<file path="src/rtl/irq_prio_router_pkg.sv">
// Route entry layout, status base address and source/slot id helpers shared by the router.
// Types and constants only: no latency, no flow control.
package irq_prio_router_pkg;

   localparam int EN_BIT   = 7;
   localparam int EDGE_BIT = 6;
   localparam int PRIO_LSB = 4;
   localparam int IDX_LSB  = 0;
   localparam int PRIO_W   = 2;
   localparam int IDX_W    = 4;
   localparam int ID_W     = 7;

   localparam logic [7:0] STATUS_BASE = 8'h80;

   typedef struct packed {
      logic              en;
      logic              edge_mode;
      logic [PRIO_W-1:0] prio;
      logic [IDX_W-1:0]  idx;
   } route_entry_t;

   function automatic int src_id(input int slot, input int ch, input int nch);
      return slot * nch + ch;
   endfunction

   // INT ids are packed per slot; NMI ids follow the INT block, one per slot.
   function automatic int slot_of(input int id, input int nsrc, input int nch);
      return (id < nsrc) ? id / nch : id - nsrc;
   endfunction

endpackage

</file>
<file path="src/rtl/irq_line_arbiter.sv">
// Per-CPU-line non-preemptive arbiter: highest priority wins, ties go to the lowest source id.
// Grant lands one edge after pending; on release the line idles exactly one cycle; no backpressure.
module irq_line_arbiter
   import irq_prio_router_pkg::*;
#(
   parameter int NSRC = 9
) (
   input  logic               clk,
   input  logic               rst_n,
   input  logic [NSRC-1:0]    pend,
   input  logic [2*NSRC-1:0]  prio,
   input  logic [NSRC-1:0]    mine,
   input  logic               ack,
   output logic               active,
   output logic [ID_W-1:0]    active_id,
   output logic               ack_hit
);

   logic              found;
   logic [PRIO_W-1:0] best_prio;
   logic [ID_W-1:0]   best_id;
   logic              hold;

   always_comb begin
      found     = 1'b0;
      best_prio = '0;
      best_id   = '0;
      hold      = 1'b0;
      // Scan downwards with >= so an equal-priority lower id overrides.
      for (int s = NSRC - 1; s >= 0; s--) begin
         if (pend[s] && mine[s] && (!found || prio[2*s +: 2] >= best_prio)) begin
            found     = 1'b1;
            best_prio = prio[2*s +: 2];
            best_id   = ID_W'(s);
         end
      end
      for (int s = 0; s < NSRC; s++) begin
         if (active_id == ID_W'(s)) hold = pend[s] & mine[s];
      end
   end

   assign ack_hit = ack & active;

   always_ff @(posedge clk or posedge rst_n) begin
      if (rst_n) begin
         active    <= 1'b0;
         active_id <= '0;
      end else if (active) begin
         // Releasing never grants in the same edge, giving the one idle cycle.
         if (!hold) begin
            active    <= 1'b0;
            active_id <= '0;
         end
      end else if (found) begin
         active    <= 1'b1;
         active_id <= best_id;
      end
   end

endmodule

</file>
<file path="src/rtl/irq_prio_router.sv">
// Routes tile INT/NMI requests to CPU INT/NMI lines with per-source priority, level/edge mode and acks.
// Req to line output is 2 edges, ack to slot_ack 1 edge, cfg read data 1 edge; no backpressure.
module irq_prio_router
   import irq_prio_router_pkg::*;
#(
   parameter int NUM_SLOTS       = 3,
   parameter int NUM_TILE_INT_CH = 2,
   parameter int NUM_CPU_INT     = 2,
   parameter int NUM_CPU_NMI     = 1,
   parameter int CFG_ADDR_WIDTH  = 8,
   parameter int NMI_MASKS_INT   = 1
) (
   input  logic                                 clk,
   input  logic                                 rst_n,
   input  logic [NUM_SLOTS*NUM_TILE_INT_CH-1:0] tile_int_req,
   input  logic [NUM_SLOTS-1:0]                 tile_nmi_req,
   input  logic [NUM_CPU_INT+NUM_CPU_NMI-1:0]   irq_ack,
   output logic [NUM_CPU_INT-1:0]               cpu_int,
   output logic [NUM_CPU_NMI-1:0]               cpu_nmi,
   output logic [NUM_SLOTS-1:0]                 slot_ack,
   input  logic                                 cfg_wr_en,
   input  logic                                 cfg_rd_en,
   input  logic [CFG_ADDR_WIDTH-1:0]            cfg_addr,
   input  logic [31:0]                          cfg_wdata,
   output logic [31:0]                          cfg_rdata
);

   localparam int NSRC  = NUM_SLOTS * NUM_TILE_INT_CH;
   localparam int NTOT  = NSRC + NUM_SLOTS;
   localparam int NLINE = NUM_CPU_INT + NUM_CPU_NMI;

   route_entry_t        entry_q [NTOT];
   logic [NTOT-1:0]     req, req_q, edge_q, pend, in_rng, clr;
   logic [NTOT-1:0]     mine [NLINE];
   logic [2*NTOT-1:0]   prio;
   logic [NLINE-1:0]    line_act, ack_hit;
   logic [ID_W-1:0]     line_id [NLINE];
   logic [NUM_SLOTS-1:0] slot_ack_n;
   logic [31:0]         rd_val;
   logic                nmi_mask;
   logic                unused_wdata;

   assign req          = {tile_nmi_req, tile_int_req};
   assign unused_wdata = |cfg_wdata[31:8];

   always_comb begin
      in_rng = '0;
      pend   = '0;
      prio   = '0;
      for (int s = 0; s < NTOT; s++) begin
         in_rng[s] = (s >= NSRC) ? (int'(entry_q[s].idx) < NUM_CPU_NMI)
                                 : (int'(entry_q[s].idx) < NUM_CPU_INT);
         prio[2*s +: 2] = entry_q[s].prio;
         pend[s] = entry_q[s].en & in_rng[s] & (entry_q[s].edge_mode ? edge_q[s] : req_q[s]);
      end
   end

   // INT entries index the INT lines, NMI entries index the NMI lines.
   always_comb begin
      for (int l = 0; l < NLINE; l++) begin
         mine[l] = '0;
         for (int s = 0; s < NTOT; s++) begin
            if (l < NUM_CPU_INT)
               mine[l][s] = (s < NSRC) && entry_q[s].en && (int'(entry_q[s].idx) == l);
            else
               mine[l][s] = (s >= NSRC) && entry_q[s].en && (int'(entry_q[s].idx) == l - NUM_CPU_INT);
         end
      end
   end

   for (genvar l = 0; l < NLINE; l++) begin : g_line
      irq_line_arbiter #(.NSRC(NTOT)) u_arb (
         .clk       (clk),
         .rst_n     (rst_n),
         .pend      (pend),
         .prio      (prio),
         .mine      (mine[l]),
         .ack       (irq_ack[l]),
         .active    (line_act[l]),
         .active_id (line_id[l]),
         .ack_hit   (ack_hit[l])
      );
   end

   always_comb begin
      clr        = '0;
      slot_ack_n = '0;
      for (int l = 0; l < NLINE; l++) begin
         for (int s = 0; s < NTOT; s++) begin
            if (ack_hit[l] && line_id[l] == ID_W'(s)) begin
               clr[s] = 1'b1;
               for (int k = 0; k < NUM_SLOTS; k++) begin
                  if (slot_of(s, NSRC, NUM_TILE_INT_CH) == k) slot_ack_n[k] = 1'b1;
               end
            end
         end
      end
   end

   always_comb begin
      rd_val = '0;
      for (int s = 0; s < NTOT; s++) begin
         if (cfg_addr == CFG_ADDR_WIDTH'(s)) rd_val = {24'h0, entry_q[s]};
      end
      for (int l = 0; l < NLINE; l++) begin
         if (cfg_addr == CFG_ADDR_WIDTH'(int'(STATUS_BASE) + l))
            rd_val = {24'h0, line_act[l], (line_act[l] ? line_id[l] : ID_W'(0))};
      end
   end

   always_ff @(posedge clk or posedge rst_n) begin
      if (rst_n) begin
         for (int s = 0; s < NTOT; s++) entry_q[s] <= '0;
         req_q     <= '0;
         edge_q    <= '0;
         slot_ack  <= '0;
         cfg_rdata <= '0;
      end else begin
         req_q    <= req;
         slot_ack <= slot_ack_n;
         // A fresh rising edge beats a same-cycle ack clear.
         for (int s = 0; s < NTOT; s++) begin
            if (!entry_q[s].en || !entry_q[s].edge_mode || !in_rng[s])
               edge_q[s] <= 1'b0;
            else
               edge_q[s] <= (req[s] & ~req_q[s]) | (edge_q[s] & ~clr[s]);
         end
         for (int s = 0; s < NTOT; s++) begin
            if (cfg_wr_en && cfg_addr == CFG_ADDR_WIDTH'(s)) begin
               entry_q[s].en        <= cfg_wdata[EN_BIT];
               entry_q[s].edge_mode <= cfg_wdata[EDGE_BIT];
               entry_q[s].prio      <= cfg_wdata[PRIO_LSB +: PRIO_W];
               entry_q[s].idx       <= cfg_wdata[IDX_LSB +: IDX_W];
            end
         end
         if (cfg_rd_en) cfg_rdata <= rd_val;
      end
   end

   assign nmi_mask = (NMI_MASKS_INT != 0) && (|line_act[NLINE-1:NUM_CPU_INT]);
   assign cpu_int  = line_act[NUM_CPU_INT-1:0] & ~{NUM_CPU_INT{nmi_mask}};
   assign cpu_nmi  = line_act[NLINE-1:NUM_CPU_INT];

endmodule

</file>
<file path="config.mk">
export PLATFORM = sky130hd
export DESIGN_NAME = irq_prio_router
export DESIGN_NICKNAME = d
export VERILOG_FILES = /design/src/rtl/irq_prio_router_pkg.sv /design/src/rtl/irq_line_arbiter.sv /design/src/rtl/irq_prio_router.sv
export SDC_FILE = /design/constraint.sdc
export NUM_CORES = 1
export LEC_CHECK = 0
export CAP_MARGIN = 20
export CORE_UTILIZATION = 40
export CTS_BUF_LIST = sky130_fd_sc_hd__clkbuf_4
export DETAILED_ROUTE_END_ITERATION = 10
export REMOVE_ABC_BUFFERS = 1
export SYNTH_ARGS = -nofsm -noshare
export SYNTH_HDL_FRONTEND = slang
export SYNTH_HIERARCHICAL = 1
export SYNTH_SLANG_ARGS = --single-unit
</file>
<file path="constraint.sdc">
create_clock -name clk -period 15.4 [get_ports clk]
set_input_delay 3.08 -clock clk [delete_from_list [all_inputs] [get_ports clk]]
set_output_delay 3.08 -clock clk [all_outputs]
set_load 0.01 [all_outputs]
</file>
; Yosys cells after proc, flatten, opt, wreduce, memory -nomap -nowiden
; Index checks and enable logic that the tools add are counted.
[totals]
ff_bits = 149
out_inout_bits = 38
input_bits = 56
[op_classes]
bitwise_logic = 83
n_eq_ne = 44
magnitude_cmp = 21
n_reduce_logical = 166
mux = 165
[ops]
columns = op, count
row1 = 32-bit two-way mux, 11
row2 = 1-bit two-way mux, 114
row3 = "7-bit by 3-bit == test with 1-bit output, second input constant", 12
row4 = 7-bit two-way mux, 12
row5 = 1-bit logical AND, 78
row6 = 1-bit AND, 54
row7 = "7-bit by 2-bit == test with 1-bit output, second input constant", 6
row8 = 1-bit zero test, 39
row9 = 4-bit zero test, 9
row10 = 3-bit two-way mux, 12
row11 = "8-bit by 3-bit == test with 1-bit output, second input constant", 4
row12 = 1-bit logical OR, 30
row13 = "4-bit by 2-bit == test with 1-bit output, second input constant", 6
row14 = "8-bit == test, second input constant", 3
row15 = 2-bit greater-or-equal comparator, 12
row16 = "4-bit by 2-bit less-than comparator with 1-bit output, second input constant", 6
row17 = 2-bit two-way mux, 12
row18 = "7-bit by 1-bit == test with 1-bit output, second input constant", 3
row19 = "7-bit by 4-bit == test with 1-bit output, second input constant", 3
row20 = 7-bit zero test, 3
row21 = 1-bit inverter, 18
row22 = "8-bit by 2-bit == test with 1-bit output, second input constant", 2
row23 = "4-bit by 1-bit less-than comparator with 1-bit output, second input constant", 3
row24 = 4-bit two-way mux, 3
row25 = 10 further kinds, 24

; Logic depth before layout (Yosys ltp)
; Gate-level depths: netlist (run 1).
[depth]
depth_word = 27
depth_mapped = 49
ltp_nobuf = 49

; By module
; The synthesis (run 1) kept the hierarchy.
[by_module_without_submodules]
columns = module, cells_each, instances, area_per_inst_um2
row1 = irq_prio_router, 513, 1, 5647.9
row2 = irq_line_arbiter, 144, 3, 1078.5

; Least setup slack after synthesis (run 1)
; Ideal clock, no wire load.
[synth_timing]
path_kind = reg-to-reg
startpoint = register entry_q[27] (netlist name)
endpoint = register g_line[0].u_arb.active_id[2]
setup_time_ns = 0.078
period_less_slack_ns = 7.757
path_stages_with_launch = 35
arrival_ns = 7.679
path_slack_ns = 7.643
path_cell_list = dfrtp_1 -> or4b_2 -> nor2_1 -> nand2_1 -> nor2_1 -> a311oi_1 -> or2_2 -> ha_1 -> a221oi_1 -> nor2_2 -> mux2_4 -> a21o_1 -> ha_1 -> nand2b_1 -> a21oi_1 -> a21o_1 -> mux2_2 -> a31o_2 -> ha_1 -> nand2b_1 -> nand2_1 -> a311o_1 -> mux2_4 -> ha_1 -> nand2b_1 -> a221oi_1 -> nor2_1 -> mux2_2 -> ha_1 -> nand2b_1 -> a21oi_1 -> a21oi_1 -> nor3_1 -> nand3_1 -> o2bb2ai_1
[synth_via]
elab_chain_len = 27
elab_cells_between_ends = 53
[synth_rtl]
columns = item, line_no
row1 = "start, declared", irq_prio_router.sv:32  ; route_entry_t entry_q [NTOT];
row2 = 4-bit by 2-bit less-than comparator with 1-bit output (*), irq_prio_router.sv:52  ; : (int'(entry_q[s].idx) < NUM_CPU_INT);
row3 = 1-bit AND (*) (2 in series), irq_prio_router.sv:54  ; pend[s] = entry_q[s].en & in_rng[s] & (entry_q[s].edge_mode ? edge_q[s] : req_q[s]);
row4 = via pend[5], irq_prio_router.sv:33  ; logic [NTOT-1:0] req, req_q, edge_q, pend, in_rng, clr;
row5 = 1-bit logical AND, irq_line_arbiter.sv:31  ; if (pend[s] && mine[s] && (!found || prio[2*s +: 2] >= best_prio)) begin
row6 = 2-bit two-way mux / 1-bit two-way mux (equally long branches), irq_line_arbiter.sv:31
row7 = 2-bit greater-or-equal comparator / 1-bit zero test (equally long branches), irq_line_arbiter.sv:31
row8 = 1-bit logical OR, irq_line_arbiter.sv:31
row9 = 1-bit logical AND, irq_line_arbiter.sv:31
row10 = [... 11 more ...], -
row11 = 1-bit logical AND, irq_line_arbiter.sv:31
row12 = 2-bit two-way mux / 1-bit two-way mux (equally long branches), irq_line_arbiter.sv:31
row13 = 2-bit greater-or-equal comparator / 1-bit zero test (equally long branches), irq_line_arbiter.sv:31
row14 = 1-bit logical OR, irq_line_arbiter.sv:31
row15 = 1-bit logical AND, irq_line_arbiter.sv:31
row16 = 3-bit two-way mux / 1-bit two-way mux (equally long branches), irq_line_arbiter.sv:31
row17 = 7-bit two-way mux / 2-bit nonzero test (equally long branches), -
row18 = 7-bit two-way mux / 2-bit AND reduction (equally long branches), -
row19 = "end signal, assigned", irq_line_arbiter.sv:56  ; active_id <= best_id;
row20 = "end, declared", irq_line_arbiter.sv:15  ; output logic [ID_W-1:0] active_id,
; The timed path passes the listed nets; every way through them passes the cells marked *. The select of a mux whose other input is x is not followed.
; A chain may end at the register's enable or synchronous reset.

; Worst setup path after layout (run 1)
; Same ends and word-level chain as after synthesis.

==> results of run 1 <==
critical path, delay by kind of cell, from the launching register on:
family	cells	cell delay (ns)
and+or+nand+nor	14	3.62
AOI/OAI and AO/OA	11	2.31
muxes	4	1.41
adders and majority gates	5	1.33
DFF	1	0.44
sequential cells by signal (all words and copies together) (netlist names):
name and flops:
entry_q 72, cfg_rdata 8, edge_q 9, g_line.u_arb/active 3, req_q 9, slot_ack 3
g_line.u_arb/active_id 12
where the power goes:
group | switching (mW) | internal [mW] | leakage [nW] | total, mW
Combinational | 0.0719 | 0.0616 | 2.50 | 0.134
Sequential | 0.0483 | 0.324 | 1.57 | 0.373
Clock | 0.141 | 0.133 | 0.178 | 0.275
Total | 0.262 | 0.519 | 4.25 | 0.781
per-stage QoR:
step / worst slack (ns) / cell area (um2) / instances / util (%)
finish: 6.178 / 10010 / 1328 / 45.87
global route: 5.787 / 10010 / 1328 / 45.87
CTS: 6.273 / 9996 / 1326 / 45.80
detailed placement: 6.361 / 9649 / 1294 / 44.22
global placement: 6.444 / 9649 / 1294 / 44.22
floorplan: 7.643 / 8801 / 963 / -
Yosys cell counts, drive strengths merged, types with 9 or more instances:
cell type / count / share of area, %
or2: 12 / 0.85
nor2b: 14 / 0.99
a21o: 14 / 1.2
dfrtp: 116 / 33
and2: 12 / 0.85
or4b: 9 / 1.0
o21ai: 29 / 1.6
mux2: 91 / 12
nor3: 29 / 2.1
nand2: 67 / 2.8
nand3: 39 / 2.8
a22oi: 13 / 1.1
a211oi: 18 / 1.7
o2bb2ai: 10 / 0.99
buf: 43 / 3.5
nor2: 90 / 3.9
nand2b: 30 / 2.1
a221oi: 17 / 1.7
nor4: 15 / 1.1
a21oi: 37 / 2.1
ha: 42 / 5.9
mux2i: 15 / 1.7
inv: 38 / 1.6
per-layer routing:
layer / global-route usage [%] / vias to the layer above / share of wire [%]
li1: - / 3684 / -
met1: 35.53 / 3822 / 48
met2: 36.79 / 303 / 43
met3: 3.554 / 68 / 5.9
met4: 10.70 / 0 / 3.4
met5: 0 / - / 0
kinds of logic (layout without fill, tap and decap cells):
logic type	Yosys count	after routing	synth area share, %
AND/OR/NAND/NOR	369	369	22.93
AO/OA/AOI/OAI	214	214	17.65
multiplexers	113	113	15.30
buffers and inverters	87	123	5.366
flip-flops	116	116	32.68
adder cells (fa/ha/maj)	42	42	5.915
other	4	71	0.1690
final timing paths:
check	end	startpoint	slack, ns	depth (start not counted)
max in group asynchronous	entry_q[45]$_DFFE_PP0P_	rst_n	11.05	3
setup / recovery	g_line[0].u_arb/active_id[2]$_DFFE_PP0P_	entry_q[27]$_DFFE_PP0P_	6.18	34
hold reg to reg	edge_q[8]$_DFF_PP0_	edge_q[8]$_DFF_PP0_	0.54	2
min in group asynchronous	g_line[1].u_arb/active_id[0]$_DFFE_PP0P_	rst_n	2.96	2
setup reg to reg	g_line[0].u_arb/active_id[2]$_DFFE_PP0P_	entry_q[27]$_DFFE_PP0P_	6.18	34
hold / removal	edge_q[8]$_DFF_PP0_	edge_q[8]$_DFF_PP0_	0.54	2
layout make-up:
class / instances / area [um2]
Clock inverter: 15 / 219.0
Tap cell: 280 / 350.3
Antenna cell: 1 / 2.502
Multi-Input combinational cell: 808 / 5752
Timing Repair Buffer: 52 / 506.7
Fill cell: 2131 / 11810
Sequential cell: 116 / 2903
Clock buffer: 17 / 127.6
Inverter: 39 / 148.9
==> results.md, run 1 <==
Outcome:
- The run finished with clean final reports.

Power and ir drop:
- Summed over all cells, the static leakage comes to 4.249 nW.
- The total power of the final layout is between 700 and 800 uW.
- The cell area power density is 78.01 nW/um2.
- IR analysis of the VDD net gives a maximum drop of 0.03738 mV.

Setup path:
- The cell repeated most along the worst path is ha_1.
- The arrival time of the worst setup path is between 9 and 10 ns.
- Data on the critical path is required at its endpoint by 15.92 ns.
- Along the worst path, the maximum fanout reaches 7.
- STA classifies the critical path startpoint as a register.
- The start-to-end type of the worst setup path is reg -> reg.
- On the worst path, the slowest cell contributes a delay of 0.71 ns.
- The cell with the largest stage delay on the worst path is or4b_2.
- The worst setup path is captured at a register.

STA:
- The worst pin sits at a relative slew slack of 35.85%.
- In the finished design, the share of the clock period the worst path needs comes to 59.88%.
- Adding up every negative setup slack in the final design gives 0 ns.
- Across all hold checks on the routed design, the worst slack comes to 0.5416 ns.
- The number of endpoints with negative hold slack in the final report is 0.
- The slew at the pin closest to its max-slew limit is 0.9623 ns.
- Across the routed clock network, the largest skew measured is 0.01611 ns.
- The final setup violation count is 0.
- The number of max-slew violations in the final report is 0.
- Setup repair after global routing left no endpoint under its margin.
- The worst path needs 9.222 ns of the cycle, external delays included.
- Static timing analysis puts the maximum clock frequency at 108.4 MHz.

Flow run:
- The max-capacitance violation count is 0.

Die:
- The height of the die is around 150 um.
- The region available for standard cell placement spans 21820 um2.
- The top-level I/O count is 94.
- The floorplan die area is 22810 um2.
- The width of the die is between 150 and 200 um.
- The initial utilization of the core area, before any placement, comes to about two fifths.
- The floorplan has 54 rows.

GRT:
- The first global-routing pass estimated 42140 um of wire.
- After global routing the overflow that remains totals 0.
- The via count of the first global-routing pass is 7426.
- Global routing consumed, over all layers together, around 25% of the routing resources.
- The initial antenna violation count is 1.
- Entering global routing, the biggest net connects 66 pins.

Placement:
- The detailed placement HPWL is 20410 um.
- The global placement routability congestion is 0.9369.
- During placement, the flow inserted port buffers numbering 45.

Clocking:
- In this run the number of H-tree levels came out at 4.
- The library cell used as clock root buffer is clkbuf_4.
- Clock tree synthesis found a total of approximately 120 sinks.
- The number of setup buffers added after CTS is 0.
- The number of hold buffers added after CTS is 0.
- The clock edge transition at the registers on the reported setup and hold paths is 0.13 ns.
- The clock passes through at most 2 buffers.
- Clock latency on the worst-skew pair, taken at its later pin, is 0.58 ns.
- The TritonCTS clock tree is yes.
- In this run, CTS created clock tree buffers numbering 17.
- The post-cts resize count is 0.

Min path:
- The worst min-delay path class is reg -> reg.

Route:
- Dividing the detail-routed wire length by the instance count gives 20.39 um.
- The iteration-0 DRC count of the detailed router is 648.
- The count of nets left with antenna violations after detail routing is 0.
- In the routed design, unresolved DRC markers number 0.
- The number of vias after detailed routing is ~7900.
- Using the TritonRoute via totals, the vias-per-cell ratio works out to 5.931.
- The number of iterations in the first detailed-routing pass is 5.
- The final routed wirelength across all metal layers is about 27000 um.

Synth:
- The synthesized design contains 0 enable-type register cells.
- The sequential area share after synthesis is 32.68%.
- The cell area that synthesis handed to floorplanning was around 9000 um2.
- A synthesized cell averages 9.401 um2.
- The distinct cell type count of the synthesized netlist is 76.
- The async set-or-reset flop fraction in the synthesized netlist is 100.0%.
- During synthesis, Yosys emitted a total of 6 warnings.
- In the synthesized netlist the dominant register cell turns out to be dfrtp_1.
- The number of standard cells after synthesis is 945.
- The synthesized design contains 116 register bits.

Finish:
- Leaving out fill and tap cells, the most frequent cell in the layout is dfrtp_1.
- Relative to the synthesized area, the layout overhead comes to 12.68%.
- The number of nets in the final layout is about 1100.
- Leaving out fill and tap cells, the most frequent cells in the layout are dfrtp_1 (116), nor2_1 (86), mux2_2 (84), conb_1 (70), nand2_1 (67).
- Cells with a size suffix above 1 make up between 10% and 20% of the layout.
Power figures use the tool's default switching activity.
==> run 2, diff against run 1 <==
==> constraint.sdc (replaced) <==
create_clock -name clk -period 8.95 [get_ports clk]
set_input_delay 1.79 -clock clk [delete_from_list [all_inputs] [get_ports clk]]
set_output_delay 1.79 -clock clk [all_outputs]
set_load 0.01 [all_outputs]
==> results.md, run 2 (same netlist as run 1, synthesis figures left out) <==
Outcome:
- The flow ran to the end, and the final reports show no timing, DRC or antenna violations.

GRT:
- The initial antenna violation count is 1.
- In this run the most used layer during global routing was met2.
- The remaining global-route overflow is 0.
- Global routing used 24.25% of the available tracks across all layers.
- Global routing consumed, on the met2 layer, between 30% and 40% of the routing resources.
- Global routing used 4.337% of the available met3 tracks.
- The met1 track demand over resource in global routing is 34.83%.
- The global-route wire length before repair is 41340 um.
- The via count of the first global-routing pass is 7263.
- Entering global routing, the biggest net connects 70 pins.

STA:
- Static timing analysis puts the maximum clock frequency at roughly 120 MHz.
- The final setup violation count is 0.
- The worst hold-check slack is 0.5491 ns.
- Of the available clock period, the critical path in the final layout requires about 95%.
- For the pin with the worst max-slew slack, the measured transition is 1.056 ns.
- The number of endpoints with negative hold slack in the final report is 0.
- On the final layout, the worst clock skew is around 0.024 ns.
- Headroom to the max-slew limit came out at between 20 and 30%.
- Setup repair after global routing could not meet its margin everywhere.
- The worst path needs 8.485 ns of the cycle, external delays included.
- The number of max-slew violations in the final report is 0.

Die:
- After floorplanning, the core was divided into 54 placement rows.
- The effective utilization at floorplan is 40.71%.
- After floorplanning, the core was sized to cover 21820 um2.
- The floorplan step defined a die boundary enclosing about 23000 um2.
- 94 I/O pins were placed.
- The die is 151.0 um wide.
- The floorplan step set the die height to 151.0 um.

Power and ir drop:
- The leakage power of the design is ~4.2 nW.
- The highest ir drop seen on vdd is 0.06895 mV.
- Overall power consumption after layout is estimated at 1.257 mW.
- For this design the ratio of total power to cell area is 126.1 nW/um2.

Flow run:
- Max-cap violations in this run came to 0.

Setup path:
- The type of element launching the critical path is a register.
- The count of buffering cells on the critical path with inverters included is 1.
- The type of element capturing the critical path is a register.
- The largest delay contributor family on the critical path is simple AND/OR/NAND/NOR gates.
- STA puts the critical path data required time at 9.44 ns.
- The start-to-end type of the worst setup path is reg -> reg.
- The cell repeated most along the worst path is ha_1.
- Of all nets on the critical path, the largest fanout is 7.
- The cell with the largest stage delay on the worst path is or4b_2.
- For this run, the slowest stage of the critical path takes 0.71 ns.
- The arrival time of the worst setup path is 8.98 ns.

Placement:
- The count of buffers inserted at the top-level ports is 45.
- Routability-driven placement finished with a final weighted congestion of 0.9301.
- The detailed placement HPWL is 20150 um.

Finish:
- The register with the most flip-flops in the layout has 72 of them.
- The leading cell type in the layout, fill and taps excluded is dfrtp_1.
- Counting the fill cells in the layout gives roughly 2100.
- The most flop-heavy register is entry_q.
- In the final design database the tool counted between 1000 and 1500 nets.
- The top cell types in the final layout, fill and taps aside, are dfrtp_1 (116), mux2_2 (84), nor2_1 (83), conb_1 (70), nand2_1 (67).
- In the final layout, the registers with the most flip-flops are entry_q: 72 flops, g_line.u_arb/active_id: 12 flops.
- The post-synthesis to final-layout area growth is 12.21%.
- Cells with a size suffix above 1 make up a little under a fifth of the layout.

Clocking:
- The clock latency of the later-clocked register in the worst-skew pair is roughly 0.56 ns.
- Clock tree synthesis selected as its root buffer the cell clkbuf_4.
- The deepest level of the CTS H-tree is 4.
- Counting the buffers created by CTS gives 17.
- The number of clock sinks is 116.
- Clock-pin slew was measured on the worst setup and hold paths at 0.12 ns.
- The TritonCTS clock tree is yes.
- Buffers inserted to repair hold after CTS numbered 0.
- The number of buffers on the longest clock path is 2.

Route:
- The routed layout has a little under 8000 vias.
- The detailed router finished its first iteration with 504 violations.
- In the routed layout, each cell is associated on average with a via count of about 5.9.
- After detailed routing, the number of remaining DRC violations is 0.
- The number of iterations in the first detailed-routing pass is 5.
- The final routed wirelength across all metal layers is 26880 um.
- The average wire length per cell after detail routing is between 20 and 25 um.
- The count of nets left with antenna violations after detail routing is 0.

Min path:
- The worst min-delay path class is reg -> reg.
==> run 2: final timing paths <==
kind,slack [ns],cells past startpoint,end,from
max,0.46,35,g_line[1].u_arb/active_id[2]$_DFFE_PP0P_,entry_q[27]$_DFFE_PP0P_
min,0.55,2,edge_q[6]$_DFF_PP0_,edge_q[6]$_DFF_PP0_
max reg2reg,0.46,35,g_line[1].u_arb/active_id[2]$_DFFE_PP0P_,entry_q[27]$_DFFE_PP0P_
min reg2reg,0.55,2,edge_q[6]$_DFF_PP0_,edge_q[6]$_DFF_PP0_
max in group asynchronous,5.89,3,entry_q[21]$_DFFE_PP0P_,rst_n
min in group asynchronous,1.68,2,g_line[0].u_arb/active_id[3]$_DFFE_PP0P_,rst_n
==> run 2: routing by layer <==
layer / wire, um / share of wire, % / vias to the layer above
met5: 0 / 0 / -
met4: 424 / 1.6 / 0
met3: 1603 / 6.0 / 30
met2: 12040 / 45 / 268
met1: 12810 / 48 / 3820
li1: - / - / 3680
==> run 2: per-stage QoR <==
stage	instance area (um2)	instances	utilization, %	setup WS (ns)	TNS, ns
2_1_floorplan	8801	963	-	1.193	0
3_3_place_gp	9657	1295	44.25	0.5014	0
3_5_place_dp	9657	1295	44.25	0.4442	0
4_1_cts	9931	1327	45.51	0.4055	0
5_1_grt	9968	1330	45.68	-0.01701	-0.01701
6_report	9968	1330	45.68	0.4647	0
==> run 2: worst min-delay path, stage by stage (launching register included) <==
cell	delay (ns)
dfrtp_1	0.37
a21oi_1	0.06
nor2_1	0.09
==> run 2: timing repair <==
action,CTS,global route
endpoints found under the hold margin,0,0
resized for setup,0,6
endpoints found under the setup margin,0,4
setup buffers,0,2
==> run 2: final cells by class <==
cell class              instances  area, um2  share of cell area [%]
flip-flops and latches        116       2903                   29.12
clock inverters                15      146.4                   1.469
diodes                          1      2.502                 0.02510
clock buffers                  17      127.6                   1.280
inverters                      39      148.9                   1.494
repair buffers                 54      518.0                   5.196
multi-input cells             808       5772                   57.90
well taps                     280      350.3                   3.514
==> run 2: power by group <==
| group | internal [mW] | leakage, nW | total (mW) | switching (mW) |
|---|---|---|---|---|
| combinational | 0.106 | 2.51 | 0.229 | 0.123 |
| clock | 0.144 | 0.134 | 0.384 | 0.240 |
| sequential | 0.558 | 1.57 | 0.643 | 0.0851 |
| total | 0.808 | 4.21 | 1.26 | 0.448 |
==> run 3, diff against run 2 <==
--- a/config.mk
+++ b/config.mk
@@ -5,7 +5,6 @@
 export SDC_FILE = /design/constraint.sdc
 export NUM_CORES = 1
 export LEC_CHECK = 0
-export CAP_MARGIN = 20
 export CORE_UTILIZATION = 40
 export CTS_BUF_LIST = sky130_fd_sc_hd__clkbuf_4
 export DETAILED_ROUTE_END_ITERATION = 10
==> results of run 3 <==
The final DEF is identical to that of run 2; final timing and power are the same.
==> RTL edit 1, RTL diff (settings of run 3) <==
Change the parameter `CFG_ADDR_WIDTH` from 8 to 7.
--- a/src/rtl/irq_prio_router.sv
+++ b/src/rtl/irq_prio_router.sv
@@ -9,3 +9,3 @@
    parameter int NUM_CPU_NMI     = 1,
-   parameter int CFG_ADDR_WIDTH  = 8,
+   parameter int CFG_ADDR_WIDTH  = 7,
    parameter int NMI_MASKS_INT   = 1
Ports: changed (resized cfg_addr); port bits go from 94 to 93. No check against the original RTL was run, so the function may have changed too.
==> RTL edit 1 against run 3 <==
- sequential power up 4.8%
- largest cell class unchanged
- critical path depth unchanged
- first-iteration DRC count grew 41%
- worst setup slack better by 24 ps
- global-route usage decreased by 1.7 points
- area after synthesis shrank 3.8%
- total power is 5.5% higher
- critical endpoint is now g_line[0].u_arb/active_id[2]$_DFFE_PP0P_
- die area decreased by 3.7%
- design area is 3.9% lower
- wire length fell by 9.8%
- sequential cell count did not move
- synthesized cell count is 4.8% lower
- core utilization hardly changed
- clock skew is 11 ps higher
==> RTL edit 1: results (changes against run 3) <==
- Root Driver: clkbuf_4
- Setup Skew: 35.14 ps (+11.13 ps)
- Routability congestion estimate: 0.9321 (+0.22%)
- All-Layer GR Usage: 22.58% (-1.7 points)
- Sequential area share after synthesis: 33.96% (+1.3 points)
- Via-to-Cell Ratio: 5.647 (-3.7%)
- First-pass GRT wire length: 37410 µm (-9.5%)
- Yosys cell types: 75 (-1.3%)
- Leakage power: 4.109 nW (-2.4%)
- Biggest regs: entry_q: 72 flops, g_line.u_arb/active_id: 12 flops
- Port Buffers: 44 (-2.2%)
- Slowest CP cell: or4_1
- DPL Wire Length: 18460 µm (-8.4%)
- Crit path largest cell delay: 640 ps (-70 ps)
- # Post-CTS Setup Buffers: 0 (unchanged)
- Vias in the first global route: 6425 (-12%)
- Worst vdd ir: 0.00007863 V (+14%)
- Fin nets: 1083 (-4.5%)
- Largest cells by area after synthesis: dfrtp_1 34%, mux2_2 11%, ha_1 6.1%, nor2_1 3.0%, buf_4 2.9%
- Max-cap violations: 0 (unchanged)
- Crit path arrival time: 8940 ps (-40 ps)
- Average routed wire per standard cell: 19.01 µm (-5.9%)
- Post-synth top cells: 116 x dfrtp_1, 84 x mux2_2, 68 x nor2_1, 52 x nand2_1, 46 x inv_1
- Share of cells above drive strength 1: 16.32% (-1.7 points)
- Status: complete, no violations
- Slew HR: 28.26% (-1.1 points)
## RTL edit 1: where the power goes
group | internal (mW) | switching (mW)
clock network | 0.143 | 0.227
logic | 0.132 | 0.149
registers | 0.570 | 0.104
total | 0.845 | 0.480
## RTL edit 1: cell type report
cell class	instances	area [µm²]
repair buffers	50	485.5
clock inverters	14	127.6
multi-input cells	755	5409
diodes	1	2.502
fillers	2074	11370
well taps	275	344.1
flip-flops and latches	116	2903
clock buffers	18	135.1
inverters	46	175.2
## RTL edit 1: worst max-delay path, delay by kind of cell (launching register included)
family	cells	cell delay [ps]
simple gates	14	2960
compound gates	11	2140
mux	4	1430
fa+ha+maj	5	1340
flops	1	410
buf+inv	1	170
## RTL edit 1: path summary, 6_finish.rpt
| kind | slack (ps) | start | end | depth (start not counted) |
|---|---|---|---|---|
| max | 490 | entry_q[26]$_DFFE_PP0P_ | g_line[0].u_arb/active_id[2]$_DFFE_PP0P_ | 35 |
| min reg2reg | 530 | req_q[7]$_DFF_PP0_ | edge_q[7]$_DFF_PP0_ | 2 |
| min | 530 | req_q[7]$_DFF_PP0_ | edge_q[7]$_DFF_PP0_ | 2 |
| min in group asynchronous | 1630 | rst_n | g_line[0].u_arb/active$_DFF_PP0_ | 2 |
| max in group asynchronous | 5990 | rst_n | entry_q[6]$_DFFE_PP0P_ | 3 |
| max reg2reg | 490 | entry_q[26]$_DFFE_PP0P_ | g_line[0].u_arb/active_id[2]$_DFFE_PP0P_ | 35 |
## RTL edit 1: metrics by stage
stage          setup slack [ps]  instance area (µm²)  hold WS, ps  cells
6_report                  488.6                 9582        529.3   1275
5_1_grt                   26.23                 9582        553.7   1275
4_1_cts                   442.7                 9577        532.9   1274
3_5_place_dp              485.9                 9314        505.3   1242
3_3_place_gp              498.6                 9314        493.5   1242
2_1_floorplan              1305                 8482        479.4    917
## RTL edit 1: cell families after synthesis
logic type	share of synthesized area, %
compound gates	17.10
fa+ha+maj	6.148
buf+inv	5.768
flops	33.96
mux	14.86
other cells	0.1756
simple gates	21.99
## RTL edit 1: routing by layer
layer / GRT usage (%) / part of all wire (%)
met5: 0 / 0
met1: 32.20 / 48
met4: 7.835 / 2.4
met2: 34.27 / 44
met3: 3.896 / 5.7
==> RTL edit 2, RTL diff (flow settings as in run 3) <==
Without the edit above. Register the inputs `irq_ack`, `cfg_wr_en`, `cfg_rd_en`, `cfg_addr` and `cfg_wdata` before use, cleared by the reset. The logic sees them one clock later. The other inputs are not delayed to match.
--- a/src/rtl/irq_prio_router.sv
+++ b/src/rtl/irq_prio_router.sv
@@ -31,2 +31,24 @@
 
+   logic [NUM_CPU_INT+NUM_CPU_NMI-1:0] irq_ack_q;
+   logic cfg_wr_en_q;
+   logic cfg_rd_en_q;
+   logic [CFG_ADDR_WIDTH-1:0] cfg_addr_q;
+   logic [31:0] cfg_wdata_q;
+
+   always_ff @(posedge clk or posedge rst_n) begin
+      if (rst_n) begin
+         irq_ack_q   <= '0;
+         cfg_wr_en_q <= '0;
+         cfg_rd_en_q <= '0;
+         cfg_addr_q  <= '0;
+         cfg_wdata_q <= '0;
+      end else begin
+         irq_ack_q   <= irq_ack;
+         cfg_wr_en_q <= cfg_wr_en;
+         cfg_rd_en_q <= cfg_rd_en;
+         cfg_addr_q  <= cfg_addr;
+         cfg_wdata_q <= cfg_wdata;
+      end
+   end
+
    route_entry_t        entry_q [NTOT];
@@ -43,3 +65,3 @@
    assign req          = {tile_nmi_req, tile_int_req};
-   assign unused_wdata = |cfg_wdata[31:8];
+   assign unused_wdata = |cfg_wdata_q[31:8];
 
@@ -77,3 +99,3 @@
          .mine      (mine[l]),
-         .ack       (irq_ack[l]),
+         .ack       (irq_ack_q[l]),
          .active    (line_act[l]),
@@ -102,6 +124,6 @@
       for (int s = 0; s < NTOT; s++) begin
-         if (cfg_addr == CFG_ADDR_WIDTH'(s)) rd_val = {24'h0, entry_q[s]};
+         if (cfg_addr_q == CFG_ADDR_WIDTH'(s)) rd_val = {24'h0, entry_q[s]};
       end
       for (int l = 0; l < NLINE; l++) begin
-         if (cfg_addr == CFG_ADDR_WIDTH'(int'(STATUS_BASE) + l))
+         if (cfg_addr_q == CFG_ADDR_WIDTH'(int'(STATUS_BASE) + l))
             rd_val = {24'h0, line_act[l], (line_act[l] ? line_id[l] : ID_W'(0))};
@@ -128,10 +150,10 @@
          for (int s = 0; s < NTOT; s++) begin
-            if (cfg_wr_en && cfg_addr == CFG_ADDR_WIDTH'(s)) begin
-               entry_q[s].en        <= cfg_wdata[EN_BIT];
-               entry_q[s].edge_mode <= cfg_wdata[EDGE_BIT];
-               entry_q[s].prio      <= cfg_wdata[PRIO_LSB +: PRIO_W];
-               entry_q[s].idx       <= cfg_wdata[IDX_LSB +: IDX_W];
+            if (cfg_wr_en_q && cfg_addr_q == CFG_ADDR_WIDTH'(s)) begin
+               entry_q[s].en        <= cfg_wdata_q[EN_BIT];
+               entry_q[s].edge_mode <= cfg_wdata_q[EDGE_BIT];
+               entry_q[s].prio      <= cfg_wdata_q[PRIO_LSB +: PRIO_W];
+               entry_q[s].idx       <= cfg_wdata_q[IDX_LSB +: IDX_W];
             end
          end
-         if (cfg_rd_en) cfg_rdata <= rd_val;
+         if (cfg_rd_en_q) cfg_rdata <= rd_val;
       end
Check against the original RTL: not equivalent (a bounded check fails within 4 cycles, from zero or initial values and one cycle with rst_n high).
==> RTL edit 2 against run 3 <==
- total power up 13%
- sequential cell count up 21
- worst setup slack better by 81 ps
- cell count up 1.1%
- area after synthesis up 5.2%
- wire length down 3.1%
- synthesized cell count down 1.9%
- design area up 5.2%
- via count down 1.8%
==> RTL edit 2: results (changes against run 3) <==
- Slew @ Worst Pin: 947.6 ps (-108.0 ps)
- Ys async rst share: 100.0% (unchanged)
- Worst Setup SP: entry_q[27]$_DFFE_PP0P_
- Crit path arrival time: 8900 ps (-80 ps)
- Post-Synth XOR/XNOR Area: 0% (unchanged)
- # fillers: 2195 (+2.6%)
- Leakage power: 4.553 nW (+8.1%)
- Initial DRC Count: 549 (+8.9%)
- Post-route insts no fill: 1344 (+1.1%)
- Crit path largest cell delay: 740 ps (+30 ps)
- Capture point of the worst reg-to-reg path: g_line[1].u_arb/active_id[2]$_DFFE_PP0P_
- Largest cells by area after synthesis: dfrtp_1 37%, mux2_2 9.8%, ha_1 5.6%, nor2_1 3.1%, buf_4 2.7%
- Footprint of the multi-input gates: 0.005672 mm² (-1.7%)
- Non-clock inverters: 42 (+7.7%)
- Met2 WL: 11530 µm (-4.2%)
- Average routed wire per standard cell: 19.37 µm (-4.1%)
- Layout clock area frac: 2.803% (+0.054 points)
- Post-synth top cells: 137 x dfrtp_1, 81 x mux2_2, 77 x nor2_1, 48 x nand2_1
- Post-synthesis adder-cell area fraction: 5.622% (-0.29 points)
- Syn Inst Count: 927 (-1.9%)
- Met3 wire length: 1262 µm (-21%)
- Pin count of the biggest net entering global routing: 75 (+7.1%)
- DRC viols: 0 (unchanged)
- Worst-Skew Late Latency: 590 ps (+30 ps)
- Setup Skew: 26.98 ps (+2.971 ps)
- Clk slew on worst S/H paths: 130 ps
- Ant diodes: 1 (unchanged)
- Fin nets: 1115 (-1.7%)
- Status: complete, no violations
- Vias in the first global route: 7242 (-0.29%)
- Hold Path Origin: entry_q[15]$_DFFE_PP0P_
- All-Layer GR Usage: 22.63% (-1.6 points)
- Setup slack, reg-to-reg: 550 ps (+80 ps)
- Routability congestion estimate: 0.8987 (-3.4%)
- Number of multi-input logic gates: 762 (-5.7%)
- Sequential area share after synthesis: 36.68% (+4.0 points)
- Multiplexer share of the synthesized area: 15.37% (+0.072 points)
- DPL Wire Length: 19900 µm (-1.2%)
- Yosys cell types: 72 (-5.3%)
- Worst vdd ir: 0.00006901 V (about the same)
- Fraction of area in registers: 32.69% (+3.6 points)
- Share of cells above drive strength 1: 17.48% (-0.54 points)
- Metal1 wirelength: 12790 µm (-0.18%)
- R2R cell count: 34 (-2.9%)
- Number of non-clock buffers: 57 (+5.6%)
- H-tree levels: 4 (unchanged)
- Data buffer area share: 5.153% (-0.043 points)
- Via count: 7656 (-1.8%)
- First-pass GRT wire length: 41280 µm (-0.17%)
- DR top layer: met4
- Max Buffers Root-to-Sink: 2 (unchanged)
- Count of sequential standard cells: 137 (+18%)
- Synth Area in Compound Gates: 15.31% (-2.3 points)
## RTL edit 2: changes by cell type in the layout (fill, tap and decap cells not counted), moves of 13 or more
cell / change
nor4_1: +14
dfrtp_1: +21
a21oi_1: -16
o21ai_0: -13
nand2_1: -19
## RTL edit 2: where the power goes
group          switching [mW]  internal [mW]
clock network           0.251          0.171
registers              0.0980          0.658
logic                   0.122          0.116
total                   0.470          0.946
## RTL edit 2: metal layers
metal / vias up / track usage (%)
met5: - / 0
met3: 34 / 4.039
met4: 0 / 5.846
li1: 3638 / -
met1: 3744 / 32.88
met2: 240 / 34.62
## RTL edit 2: worst min-delay path by stage
| stage | depth (start not counted) | to | slack (ps) |
|---|---|---|---|
| after floorplan | 1 | entry_q[15]$_DFFE_PP0P_ | 480 |
| after global placement | 1 | entry_q[7]$_DFFE_PP0P_ | 490 |
| after detailed placement | 1 | entry_q[7]$_DFFE_PP0P_ | 500 |
| after CTS | 1 | entry_q[15]$_DFFE_PP0P_ | 530 |
| after global routing | 1 | entry_q[7]$_DFFE_PP0P_ | 560 |
| final | 1 | entry_q[15]$_DFFE_PP0P_ | 540 |
## RTL edit 2: stage by stage
step | worst slack, ps | hold WS [ps] | utilization [%] | instance area, µm²
floorplan | 1192 | 479.4 | - | 9250
global placement | 588.7 | 494.8 | 44.71 | 10180
detailed placement | 602.0 | 500.7 | 44.71 | 10180
CTS | 528.3 | 532.5 | 46.00 | 10480
global route | 46.25 | 557.7 | 46.05 | 10490
finish | 545.5 | 537.4 | 46.05 | 10490
## RTL edit 2: repair_timing
action                                  CTS  global route
gates resized for setup                   0             3
setup buffers                             0             0
endpoints found under the hold margin     0             0
endpoints found under the setup margin    0             2
